**src/rtl/flags_stack_unit_pkg.sv**
```systemverilog
// Shared definitions for the flags stack unit.
//   FLAG_C / FLAG_Z  : bit positions of carry and zero inside the flag vector
//   DEFAULT_NFLAGS   : default flag vector width
//   DEFAULT_DEPTH    : default number of save/restore stack entries
//   stack_op_e       : decoded stack operation for the current cycle
package flags_stack_unit_pkg;

  localparam int unsigned FLAG_C = 0;
  localparam int unsigned FLAG_Z = 1;

  localparam int unsigned DEFAULT_NFLAGS = 2;
  localparam int unsigned DEFAULT_DEPTH  = 4;

  typedef enum logic [2:0] {
    OP_NONE,
    OP_PUSH,
    OP_POP,
    OP_OVERFLOW,
    OP_UNDERFLOW
  } stack_op_e;

endpackage

```
**src/rtl/flags_stack_unit_if.sv**
```systemverilog
// Flag/stack control bundle between the ALU path (master) and the flags
// stack unit (slave).
//   enable, wmask, flags_in    : flag update strobe, per-flag write enable, data
//   push, pop, err_clr         : stack save/restore requests, sticky error clear
//   flags_out, depth_count     : architectural flags, occupied stack entries
//   full, empty                : stack occupancy status
//   overflow_err, underflow_err: sticky error flags
interface flags_stack_unit_if
  import flags_stack_unit_pkg::*;
#(
  parameter int unsigned NFLAGS = DEFAULT_NFLAGS,
  parameter int unsigned DEPTH  = DEFAULT_DEPTH
);

  localparam int unsigned CW = $clog2(DEPTH + 1);

  logic              enable;
  logic [NFLAGS-1:0] wmask;
  logic [NFLAGS-1:0] flags_in;
  logic              push;
  logic              pop;
  logic              err_clr;
  logic [NFLAGS-1:0] flags_out;
  logic [CW-1:0]     depth_count;
  logic              full;
  logic              empty;
  logic              overflow_err;
  logic              underflow_err;

  modport master (
    output enable, wmask, flags_in, push, pop, err_clr,
    input  flags_out, depth_count, full, empty, overflow_err, underflow_err
  );

  modport slave (
    input  enable, wmask, flags_in, push, pop, err_clr,
    output flags_out, depth_count, full, empty, overflow_err, underflow_err
  );

endinterface

```
**src/rtl/flags_stack_unit_lifo.sv**
```systemverilog
// flags_lifo: save/restore storage for flag vectors with occupancy pointer.
//   clk, reset : clock, synchronous active-high clear of the pointer
//   push       : store wdata into entry count, increment count
//   pop        : decrement count
//   wdata      : flag vector to save
//   rdata      : entry count-1 (top of stack), '0 when empty
//   count      : number of occupied entries
// push/pop arrive already qualified (never both, never push when full,
// never pop when empty); entries themselves are not reset.
module flags_lifo
  import flags_stack_unit_pkg::*;
#(
  parameter int unsigned NFLAGS = DEFAULT_NFLAGS,
  parameter int unsigned DEPTH  = DEFAULT_DEPTH
) (
  input  logic                         clk,
  input  logic                         reset,
  input  logic                         push,
  input  logic                         pop,
  input  logic [NFLAGS-1:0]            wdata,
  output logic [NFLAGS-1:0]            rdata,
  output logic [$clog2(DEPTH+1)-1:0]   count
);

  localparam int unsigned CW = $clog2(DEPTH + 1);

  logic [NFLAGS-1:0] mem [DEPTH];

  // Entry selection is done by comparing against the count rather than
  // indexing with it, since count is one bit wider than an entry index.
  always_ff @(posedge clk) begin
    for (int unsigned i = 0; i < DEPTH; i++) begin
      if (push && count == CW'(i)) begin
        mem[i] <= wdata;
      end
    end
  end

  always_ff @(posedge clk) begin
    if (reset) begin
      count <= '0;
    end else if (push) begin
      count <= count + CW'(1);
    end else if (pop) begin
      count <= count - CW'(1);
    end
  end

  always_comb begin
    rdata = '0;
    for (int unsigned i = 0; i < DEPTH; i++) begin
      if (count == CW'(i + 1)) begin
        rdata = mem[i];
      end
    end
  end

endmodule

```
**src/rtl/flags_stack_unit.sv**
```systemverilog
// flags_stack_unit: architectural flag register with a save/restore stack.
//   clk   : rising-edge clock
//   reset : synchronous active-high clear of flags, stack pointer and errors
//   bus   : slave side of flags_stack_unit_if (update/push/pop/err_clr in;
//           flags_out, depth_count, full, empty, sticky errors out)
module flags_stack_unit
  import flags_stack_unit_pkg::*;
#(
  parameter int unsigned NFLAGS = DEFAULT_NFLAGS,
  parameter int unsigned DEPTH  = DEFAULT_DEPTH
) (
  input  logic             clk,
  input  logic             reset,
  flags_stack_unit_if.slave bus
);

  localparam int unsigned CW = $clog2(DEPTH + 1);

  logic [NFLAGS-1:0] flags;
  logic [NFLAGS-1:0] top_data;
  logic [CW-1:0]     count;
  logic              full;
  logic              empty;
  logic              ovf;
  logic              unf;
  stack_op_e         op;

  assign full  = (count == CW'(DEPTH));
  assign empty = (count == '0);

  // push together with pop is a stack no-op and raises no error.
  always_comb begin
    op = OP_NONE;
    if (bus.push && !bus.pop) begin
      op = full ? OP_OVERFLOW : OP_PUSH;
    end else if (bus.pop && !bus.push) begin
      op = empty ? OP_UNDERFLOW : OP_POP;
    end
  end

  flags_lifo #(
    .NFLAGS (NFLAGS),
    .DEPTH  (DEPTH)
  ) u_lifo (
    .clk   (clk),
    .reset (reset),
    .push  (op == OP_PUSH),
    .pop   (op == OP_POP),
    .wdata (flags),
    .rdata (top_data),
    .count (count)
  );

  // A real pop restores the saved flags and overrides any ALU update.
  always_ff @(posedge clk) begin
    if (reset) begin
      flags <= '0;
    end else if (op == OP_POP) begin
      flags <= top_data;
    end else if (bus.enable) begin
      flags <= (flags & ~bus.wmask) | (bus.flags_in & bus.wmask);
    end
  end

  // Setting wins over clearing in the same cycle.
  always_ff @(posedge clk) begin
    if (reset) begin
      ovf <= 1'b0;
      unf <= 1'b0;
    end else begin
      ovf <= (op == OP_OVERFLOW)  || (ovf && !bus.err_clr);
      unf <= (op == OP_UNDERFLOW) || (unf && !bus.err_clr);
    end
  end

  assign bus.flags_out     = flags;
  assign bus.depth_count   = count;
  assign bus.full          = full;
  assign bus.empty         = empty;
  assign bus.overflow_err  = ovf;
  assign bus.underflow_err = unf;

endmodule

```
**src/flat_wrapper.sv**
```systemverilog
// flat-port wrapper written by rule: the top's interface ports become plain ports
module flags_stack_unit_flat import flags_stack_unit_pkg::*;
#(
  parameter int unsigned NFLAGS = DEFAULT_NFLAGS,
  parameter int unsigned DEPTH  = DEFAULT_DEPTH
)
  (clk, reset, bus_enable, bus_wmask, bus_flags_in, bus_push, bus_pop, bus_err_clr, bus_flags_out, bus_depth_count, bus_full, bus_empty, bus_overflow_err, bus_underflow_err);
  flags_stack_unit_if #(.NFLAGS(NFLAGS), .DEPTH(DEPTH)) bus_i ();
  input  logic clk;
  input  logic reset;
  input wire logic [$bits(bus_i.enable)-1:0] bus_enable;
  input wire logic [$bits(bus_i.wmask)-1:0] bus_wmask;
  input wire logic [$bits(bus_i.flags_in)-1:0] bus_flags_in;
  input wire logic [$bits(bus_i.push)-1:0] bus_push;
  input wire logic [$bits(bus_i.pop)-1:0] bus_pop;
  input wire logic [$bits(bus_i.err_clr)-1:0] bus_err_clr;
  output wire logic [$bits(bus_i.flags_out)-1:0] bus_flags_out;
  output wire logic [$bits(bus_i.depth_count)-1:0] bus_depth_count;
  output wire logic [$bits(bus_i.full)-1:0] bus_full;
  output wire logic [$bits(bus_i.empty)-1:0] bus_empty;
  output wire logic [$bits(bus_i.overflow_err)-1:0] bus_overflow_err;
  output wire logic [$bits(bus_i.underflow_err)-1:0] bus_underflow_err;
  assign bus_i.enable = bus_enable;
  assign bus_i.wmask = bus_wmask;
  assign bus_i.flags_in = bus_flags_in;
  assign bus_i.push = bus_push;
  assign bus_i.pop = bus_pop;
  assign bus_i.err_clr = bus_err_clr;
  assign bus_flags_out = bus_i.flags_out;
  assign bus_depth_count = bus_i.depth_count;
  assign bus_full = bus_i.full;
  assign bus_empty = bus_i.empty;
  assign bus_overflow_err = bus_i.overflow_err;
  assign bus_underflow_err = bus_i.underflow_err;
  flags_stack_unit #(.NFLAGS(NFLAGS), .DEPTH(DEPTH)) u_core (.clk(clk), .reset(reset), .bus(bus_i));
endmodule
```
**config.mk**
```make
export PLATFORM = sky130hd
export DESIGN_NAME = flags_stack_unit_flat
export DESIGN_NICKNAME = d
export VERILOG_FILES = /design/src/rtl/flags_stack_unit_pkg.sv /design/src/rtl/flags_stack_unit_if.sv /design/src/rtl/flags_stack_unit_lifo.sv /design/src/rtl/flags_stack_unit.sv /design/src/flat_wrapper.sv
export SDC_FILE = /design/constraint.sdc
export NUM_CORES = 1
export LEC_CHECK = 0
export ABC_CLOCK_PERIOD_IN_PS = 4300
export CORE_MARGIN = 8
export CORE_UTILIZATION = 28
export CTS_CLUSTER_DIAMETER = 100
export DETAILED_ROUTE_END_ITERATION = 6
export PLACE_DENSITY = 0.59
export SYNTH_ARGS = -nofsm -noshare
export SYNTH_HDL_FRONTEND = slang
export SYNTH_HIERARCHICAL = 1
export SYNTH_SLANG_ARGS = --single-unit
```
**constraint.sdc**
```tcl
create_clock -name clk -period 4.3 [get_ports clk]
set_input_delay 0.43 -clock clk [delete_from_list [all_inputs] [get_ports clk]]
set_output_delay 0.43 -clock clk [all_outputs]
set_load 0.005 [all_outputs]
```
Yosys cells after proc, flatten, opt, wreduce, memory -nomap -nowiden
Memory sizes are Yosys's and may differ from the RTL's.
Cells that the tools add are included.
W data, S select, Z words.
{"block": "totals", "inputBits": 10, "ram_bits": 8, "regBits": 7, "output_inout_bits": 9, "elab_cells": 67, "memories": 1}
{"block": "classes", "addsub": 2, "bitwise_logic": 4, "n_mux": 29, "reduce_logical": 19, "eq_ne": 8}
{"name": "u_core.u_lifo.mem", "depth": 4, "word_bits": 2, "rd": 4, "rd_clocked_by_memory_dff": 0, "write_ports": 1, "line": "flags_stack_unit_lifo.sv:27", "source": "logic [NFLAGS-1:0] mem [DEPTH];"}
{"cell": "$mux W2", "count": 13}
{"cell": "$mux W3", "count": 5}
{"cell": "$eq A3 B2 Y1 const B", "count": 4}
{"cell": "$mux W1", "count": 11}
{"cell": "$logic_and A1 B1 Y1", "count": 8}
{"cell": "$eq A3 B1 Y1 const B", "count": 2}
{"cell": "$eq A3 B3 Y1 const B", "count": 2}
{"cell": "$reduce_or A2 Y1", "count": 3}
{"cell": "$and A2 B2 Y2", "count": 2}
{"cell": "$reduce_bool A2 Y1", "count": 2}
{"cell": "$add A3 B1 Y3 const B", "count": 1}
{"cell": "$logic_not A1 Y1", "count": 3}
{"cell": "$logic_not A3 Y1", "count": 1}
{"cell": "$sub A3 B1 Y3 const B", "count": 1}
{"cell": "$logic_or A1 B1 Y1", "count": 2}
{"cell": "$not A2 Y2", "count": 1}
{"cell": "$or A2 B2 Y2", "count": 1}

Longest topological paths before layout
Gate-level depths: netlist of the first run.
{"block": "logic_depth", "depth_word": 12, "mapped_depth": 7, "depth_no_buf": 7}

By module
Netlist of the first run, hierarchy kept.
{"module": "flags_lifo", "area_per_inst_um2": 550.5, "instances": 1, "cells_each": 47, "seq_area_each_um2": 300.3}
{"module": "flags_stack_unit", "area_per_inst_um2": 227.7, "instances": 1, "cells_each": 26, "seq_area_each_um2": 80.1}

Worst setup path after synthesis of the first run
No wires, ideal clock.
{"block": "synth_path", "kind": "flip-flop to flip-flop", "startpoint": "reg u_core.u_lifo.count[2]", "endpoint": "mem u_core/u_lifo/mem[2][0] (netlist name) (enable)", "setup_slack_ns": 2.616, "arrival_ns": 1.386, "t_required_ns": 4.003, "n_path_buf": 0, "path_stages_with_launch": 5, "synth_period_minus_slack_ns": 1.684, "setup_time_ns": 0.297, "cell_sequence": "dfxtp_1 nor3b_2 nor3b_1 and2b_2 and2_1"}
{"block": "synth_between", "elab_cells_between_ends": 31, "classes_between": "eq/ne: 5; mux: 18; reduce/logical: 8"}
{"item": "start, declared", "line": "flags_stack_unit_lifo.sv:22", "source": "output logic [$clog2(DEPTH+1)-1:0] count"}
{"item": "start signal, assigned", "line": "flags_stack_unit_lifo.sv:43", "source": "count <= count + CW'(1);"}
{"item": "start signal, assigned", "line": "flags_stack_unit_lifo.sv:45", "source": "count <= count - CW'(1);"}
{"item": "$eq A3 B3 Y1 (*)", "line": "flags_stack_unit.sv:28", "source": "assign full = (count == CW'(DEPTH));"}
{"item": "net bus_full", "line": "flat_wrapper.sv:19", "source": "output wire logic [$bits(bus_i.full)-1:0] bus_full;"}
{"item": "$mux W2 (*)", "line": "flags_stack_unit.sv:35", "source": "op = full ? OP_OVERFLOW : OP_PUSH;"}
{"item": "$mux W3 (*)", "line": "flags_stack_unit.sv:34", "source": "if (bus.push && !bus.pop) begin"}
{"item": "$eq A3 B1 Y1 (*)", "line": "flags_stack_unit.sv:47", "source": ".push (op == OP_PUSH),"}
{"item": "$logic_and A1 B1 Y1", "line": "flags_stack_unit_lifo.sv:33", "source": "if (push && count == CW'(i)) begin"}
{"item": "$mux W1", "line": "flags_stack_unit_lifo.sv:33"}
{"item": "$mux W1 (implied by the code)", "line": "flags_stack_unit_lifo.sv:34", "source": "mem[i] <= wdata;"}
{"item": "$reduce_or A2 Y1 (no source line)"}
{"item": "$mux W2 (no source line) / $mux W1 (equally long branches) (3 in series)"}
{"item": "end, declared", "line": "flags_stack_unit_lifo.sv:27"}
The timed path passes the listed nets; every way through them passes the cells marked *.

Final worst setup path of the first run
{"block": "layout_path", "startpoint": "reg u_core.u_lifo.count[2]", "endpoint": "out bus_empty"}
{"block": "layout_between", "elab_chain_len": 1}
{"item": "$logic_not A3 Y1", "line": "flags_stack_unit.sv:29", "source": "assign empty = (count == '0);"}
{"item": "end, declared", "line": "flat_wrapper.sv:20", "source": "output wire logic [$bits(bus_i.empty)-1:0] bus_empty;"}
Every way passes these cells.

==> metrics.md, run 1 <==
| Metric | Value |
|---|---|
| Hold/Removal Path Class | reg2reg |
| Slew margin rel. | a little over half |
| Core area | approximately 2700 µm² |
| Hold-fix buffers, CTS | 0 |
| Total clock sinks | 15 |
| Internal cell power | between 0.0002 and 0.0003 W |
| Design Power | 0.000368 W |
| Most frequent cells in the layout | clkdlybuf4s50_1, edfxtp_1, nor2_1, dfxtp_1 |
| I/O pin cnt | 19 |
| Startpoint types | flop |
| Setup ws final | between 2000 and 2500 ps |
| First-pass GRT wire length | 2800 µm |
| CTS clk-pin slew, worst paths | 90 ps |
| H-tree Lvls | 1 |
| Final wirelength | roughly 1700 µm |
| Largest family of logic cells by synthesized area | simple AND/OR/NAND/NOR gates |
| R2r setup slk | about 2400 ps |
| Setup_tns | 0 ps |
| Post-Synth Simple-Gate Area | about a quarter |
| Initial antenna violation count | 0 |
| Reg-to-Reg End | u_core/u_lifo/mem[2][1] |
| Routing usage on met3 | 2.58% |
| Most Crowded Layer GR | met2 |
| Reg2Reg Depth | 4 |
| Xor/xnor share of the synthesized area | under 10% |
| Final nets | 112 |
| Buf+Inv Stages, Crit Path | 2 |
| Most common cell after layout, fill and taps aside | clkdlybuf4s50_1 |
| Initial DRC Count | 17 |
| Die Width | about 70 µm |
| Critical Path RT | ~3900 ps |
| Area of the multi-input gates | around 380 µm² |
| DRC violations left | 0 |
| CP endpoint kind | output pin |
| CP Depth | 3 |
| DR vias/cell | roughly 4.7 |
| Syn_nets | 89 |
| Worst-Margin Slew | 676 ps |
| CP Launch Point | u_core/u_lifo/count[2] |
| Setup bufs post-CTS | 0 |
| Critical-path top delay cell | clkdlybuf4s50_1 |
| Compound-gate portion of the synthesized area | between 10% and 20% |
| FF-to-FF Start | u_core/u_lifo/count[2] |
| Max clock buf depth | 2 |
| Dpl hpwl | ~1300 µm |
| Post-Syn Instances | between 70 and 80 |
| # resized after CTS | 0 |
| Clock skew | roughly 3.2 ps |
| Ratio of cells with drive above 1 in the final layout | between 10% and 20% |
| Total GRT Usage | 7.94% |
| Largest net degree at the start of global routing | 10 |
| CTS buffer count | 3 |
| Setup CP Type | reg2out |
| Comb power frac | around 30% |
| Vias in the first global route | roughly 600 |
| Clock latency on the worst-skew pair | around 280 ps |
| Post-synthesis sequential area ratio | between 40% and 50% |
| Remaining Overflow, GRT | 0 |
| Initial Util | between 20% and 30% |
| Filler cells | 291 |
| Synth Warn # | 6 |
| Synthesized cell area | ~800 µm² |
| Pre-CTS WS | 2040 ps |
| Final period util | around half |
| Crit-path cells | or3_4 -> inv_1 -> clkdlybuf4s50_1 |
| Final core utilization | 37.8% |
| Row count | 19 |
| Synthesis-to-finish area growth | 31.7% |
| Critical path's top delay family | buffers and inverters |
| Routed length per instance | around 14 µm |
| Crit path to | bus_empty |
| Cell Pwr Density | between 300 and 400 nW/µm² |
| Status | complete, no violations |
| Adder-cell share of the synthesized area | 9.65% |
| Minimum clock period | about 2200 ps |
| Sw Share | approximately 29% |
| Maximum ir drop on the vdd rail | around 0.18 mV |
| Arrival @ worst endpoint | 1740 ps |
| IO Port Bufs | 18 |
| Max frequency | between 0.4 and 0.5 GHz |
| #FFs+latches synth | 15 |
| Sequential fraction of design power | between 40 and 50% |
| CTS tree | yes |
| Final setup fails | 0 |
| Synth unique cells | 27 |
| Share of total power in the clock network | 21.9% |
| Die ar. | between 4000 and 5000 µm² |
| Placer Congestion | roughly 0.73 |
| CP peak stage delay | ~500 ps |
| Final Hold Fails | 0 |
| Vias | 597 |
| Maximum Capacitance Violations | 0 |
| Antenna diode count | 0 |
| Pleak | between 0.3 and 0.4 nW |
| Detailed Routing Iterations Pass 1 | 4 |
| Post-synthesis mux area share | 0% |
| Grt met2 use | about an eighth |
| Grt met1 use | 10.1% |
| Register area | between 300 and 400 µm² |
| Die span in y | ~69 µm |
| Clock tree root driver cell | clkbuf_4 |
| CP max FO | 9 |
| RSZ-0062 raised after global routing | false |
| Remaining antenna violation count | 0 |
| Syn Area/Cell | about 11 µm² |
| Max-slew violations | 0 |
| Net Switching | between 0.0001 and 0.00015 W |
## tightest hold or removal path, delay by kind of cell, from the launching register on
kind	cells	cell delay, ps
flops	1	320
compound gates	1	60
simple gates	1	60
## synth_stat cells
cell	instances	area, µm²
a211o_1	1	8.76
a211oi_1	2	15.0
a21oi_1	4	20.0
a221oi_1	2	17.5
a22oi_1	2	15.0
a31oi_1	2	12.5
and2_1	4	25.0
and2_4	1	8.76
and2b_2	1	8.76
and2b_4	1	10.0
and3_1	2	12.5
dfxtp_1	7	140
edfxtp_1	8	240
ha_1	6	75.1
inv_1	6	22.5
nand2_1	5	18.8
nand2b_1	1	6.26
nand3_1	2	10.0
nand3b_1	1	7.51
nor2_1	7	26.3
nor2b_1	1	6.26
nor3b_1	1	7.51
nor3b_2	1	12.5
nor4b_2	1	15.0
o21a_1	1	7.51
or3_4	1	11.3
xnor2_1	2	17.5
## metal layers
metal  vias up  part of all wire (%)
met3         0                   4.8
li1        304                     -
met1       285                    46
met4         0                     0
met2         8                    50
met5         -                     0
## power groups by stage
stage	combinational, W	sequential, W	clock, W
floorplan	0.0000616	0.000178	0
global placement	0.000107	0.000183	0
detailed placement	0.000110	0.000183	0
CTS	0.000110	0.000180	0.0000840
global route	0.000123	0.000181	0.0000896
finish	0.000109	0.000179	0.0000807
## cell type report
cell class	count	share of cell area (%)
Clock buffer	3	2.20
Clock inverter	1	0.488
Inverter	6	2.20
Multi-Input combinational cell	52	36.6
Sequential cell	15	37.1
Tap cell	31	3.79
Timing Repair Buffer	18	17.6
## cell families (layout without fill, tap and decap cells)
logic type	count (synthesis)	count (layout)
DFF	15	15
AOI/OAI and AO/OA	14	14
buffers and inverters	6	28
adders and majority gates	6	6
and+or+nand+nor	30	30
xor gates and xnor gates	2	2
## worst min-delay path by stage
stage,endpoint,from,cells after the start
detailed placement,u_core/bus.overflow_err,u_core/bus.overflow_err,2
floorplan,u_core/bus.overflow_err,u_core/bus.overflow_err,2
global route,u_core/bus.overflow_err,u_core/bus.overflow_err,2
finish,u_core/bus.overflow_err,u_core/bus.overflow_err,2
global placement,u_core/bus.overflow_err,u_core/bus.overflow_err,2
CTS,u_core/bus.overflow_err,u_core/bus.overflow_err,2
## stage by stage
step | hold slack (ps) | instance area, µm² | cells
after floorplan | 460 | 778 | 73
after global placement | 466 | 997 | 122
after detailed placement | 471 | 997 | 122
after CTS | 485 | 1020 | 126
after global routing | 497 | 1020 | 126
final | 482 | 1020 | 126
Note: power is estimated with default switching activity, not from simulation.
==> run 2: changes to the inputs <==
Settings changed: ABC_CLOCK_PERIOD_IN_PS 4300 to 1700, PLACE_DENSITY 0.59 to 0.61.
Clock period 4.3 ns to 1.7 ns, I/O delays scaled along.
==> metrics.md, run 2 (synthesis gave the netlist of run 1 again) <==
| Metric | Value |
|---|---|
| Synthesis-to-finish area growth | 52.1% (was 31.7%) |
| Vias in the first global route | 702 (was 603) |
| Die ar. | 4720 µm² (unchanged) |
| Area of the multi-input gates | 433 µm² (was 375 µm²) |
| Buf+Inv Stages, Crit Path | 1 (was 2) |
| Critical Path RT | 1530 ps (was 3870 ps) |
| Minimum clock period | around 1700 ps |
| Most common cell after layout, fill and taps aside | clkdlybuf4s50_1 (unchanged) |
| Hold-fix buffers, CTS | 0 (unchanged) |
| DR vias/cell | 4.90 (was 4.74) |
| RSZ-0062 raised after global routing | true (was false) |
| Total GRT Usage | 8.63% (was 7.94%) |
| H-tree Lvls | 1 (unchanged) |
| Final nets | 123 (was 112) |
| CP peak stage delay | 550 ps (was 500 ps) |
| Routing usage on met3 | 4.85% (was 2.58%) |
| Grt met1 use | 9.07% (was 10.1%) |
| Filler cells | 282 (was 291) |
| Final wirelength | 1960 µm (was 1710 µm) |
| Clock skew | 3.37 ps (was 3.22 ps) |
| Vias | 671 (was 597) |
| CP max FO | 6 (was 9) |
| Final period util | a little over nine tenths |
| Die span in y | 68.7 µm (unchanged) |
| Final Hold Fails | 0 (unchanged) |
| CTS clk-pin slew, worst paths | 90 ps (about the same) |
| Setup CP Type | reg2out (unchanged) |
| Remaining antenna violation count | 0 (unchanged) |
| CTS buffer count | 3 (unchanged) |
| Initial antenna violation count | 0 (unchanged) |
| IO Port Bufs | 18 (unchanged) |
| Grt met2 use | 15.1% (was 12.3%) |
| First-pass GRT wire length | 3120 µm (was 2800 µm) |
| Initial DRC Count | 10 (was 17) |
| Antenna diode count | 0 (unchanged) |
| Core area | 2710 µm² (unchanged) |
| Hold/Removal Path Class | reg2reg (unchanged) |
| CTS tree | yes (unchanged) |
| Dpl cells | 128 (was 122) |
| Row count | 19 (unchanged) |
| Pleak | 0.441 nW (was 0.376 nW) |
| Register area | 389 µm² (was 380 µm²) |
| Cell Pwr Density | 871 nW/µm² (was 359 nW/µm²) |
| Largest net degree at the start of global routing | 10 (unchanged) |
| Most Crowded Layer GR | met2 (unchanged) |
| DRC violations left | 0 (unchanged) |
| Design Power | 0.00103 W (was 0.000368 W) |
| Final setup fails | 0 (unchanged) |
| Critical-path top delay cell | clkdlybuf4s50_1 (unchanged) |
| Non-Filler Instances | 137 (was 126) |
| I/O pin cnt | 19 (unchanged) |
| Clock tree root driver cell | clkbuf_4 (unchanged) |
| Crit-path cells | nor3b_2 -> clkdlybuf4s50_1 (was or3_4 -> inv_1 -> clkdlybuf4s50_1) |
| Final core utilization | 43.7% (was 37.8%) |
| Remaining Overflow, GRT | 0 (unchanged) |
| Worst-Margin Slew | 332 ps (was 676 ps) |
| Arrival @ worst endpoint | 1480 ps (was 1740 ps) |
| Slew margin rel. | 77.8% (was 54.8%) |
| Total clock sinks | 15 (unchanged) |
| CP endpoint kind | output pin (unchanged) |
| Critical path's top delay family | buffers and inverters (unchanged) |
| Initial Util | 28.7% (unchanged) |
| Detailed Routing Iterations Pass 1 | 4 (unchanged) |
| Maximum ir drop on the vdd rail | 0.747 mV (was 0.181 mV) |
| Placer Congestion | 0.876 (was 0.726) |
| Setup_tns | 0 ps (unchanged) |
| Clock latency on the worst-skew pair | 280 ps (about the same) |
| Status | complete, no violations (unchanged) |
| Maximum Capacitance Violations | 0 (unchanged) |
| Startpoint types | flop (unchanged) |
| Max clock buf depth | 2 (unchanged) |
| Max frequency | slightly above 0.6 GHz |
| Ratio of cells with drive above 1 in the final layout | 28.3% (was 10.5%) |
| Routed length per instance | 14.3 µm (was 13.6 µm) |
| Most frequent cells in the layout | clkdlybuf4s50_1, buf_4, edfxtp_1 (was clkdlybuf4s50_1, edfxtp_1, nor2_1, dfxtp_1) |
| Dpl hpwl | 1460 µm (was 1340 µm) |
| Max-slew violations | 0 (unchanged) |
| Die Width | 68.7 µm (unchanged) |
## run 2: cell types whose count changed in the layout (fill, tap and decap cells not counted), moves of 2 or more
cell,delta
buf_4,+8
dfxtp_4,+2
ha_1,-3
dfxtp_1,-3
ha_4,+3
buf_6,+3
## run 2: worst register-to-register path, stage by stage (launching register included)
cell	delay (ps)
dfxtp_4	370
buf_6	120
ha_4	150
ha_4	160
nor4b_4	250
a22oi_1	110
a31oi_1	180
inv_1	60
a211oi_2	180
## run 2: worst paths after layout
| check | start | endpoint | slack [ps] | cells past startpoint |
|---|---|---|---|---|
| worst max-delay path | u_core/u_lifo/count[2] | bus_full | 50 | 2 |
| worst max register to register | u_core/u_lifo/count[1] | flop | 50 | 8 |
| worst min register to register | u_core/bus.overflow_err | u_core/bus.overflow_err | 480 | 2 |
| worst min-delay path | u_core/bus.overflow_err | u_core/bus.overflow_err | 480 | 2 |
## run 2: per-stage QoR
| step | cell area [µm²] | hold WS (ps) | worst slack, ps |
|---|---|---|---|
| finish | 1180 | 485 | 47.8 |
| global route | 1180 | 496 | -51.1 |
| CTS | 1150 | 491 | -23.4 |
| detailed placement | 1040 | 476 | 14.9 |
| global placement | 1040 | 470 | 74.9 |
| floorplan | 778 | 239 | 16.4 |
## run 2: layer usage
metal  vias to the layer above  share of wire (%)
li1                        325                  -
met4                         0               0.66
met1                       324                 39
met2                        20                 53
met5                         -                  0
met3                         2                7.9
## run 2: report_power, final
| part | internal [W] | switching, W |
|---|---|---|
| logic | 0.000216 | 0.000159 |
| clock network | 0.0000874 | 0.000119 |
| registers | 0.000417 | 0.0000335 |
| total | 0.000720 | 0.000311 |
## run 2: area by class of cell
| type | instances | share of cell area [%] |
|---|---|---|
| clock buffers | 3 | 1.90 |
| clock inverters | 1 | 0.423 |
| repair buffers | 29 | 23.0 |
| flip-flops and latches | 15 | 32.9 |
| well taps | 31 | 3.28 |
| multi-input cells | 52 | 36.6 |
| inverters | 6 | 1.90 |
## run 2: what timing repair did
item	4_1_cts	5_1_grt
setup buffers	4	1
pin swaps	6	8
resized for setup	13	6
endpoints found under the setup margin	3	6
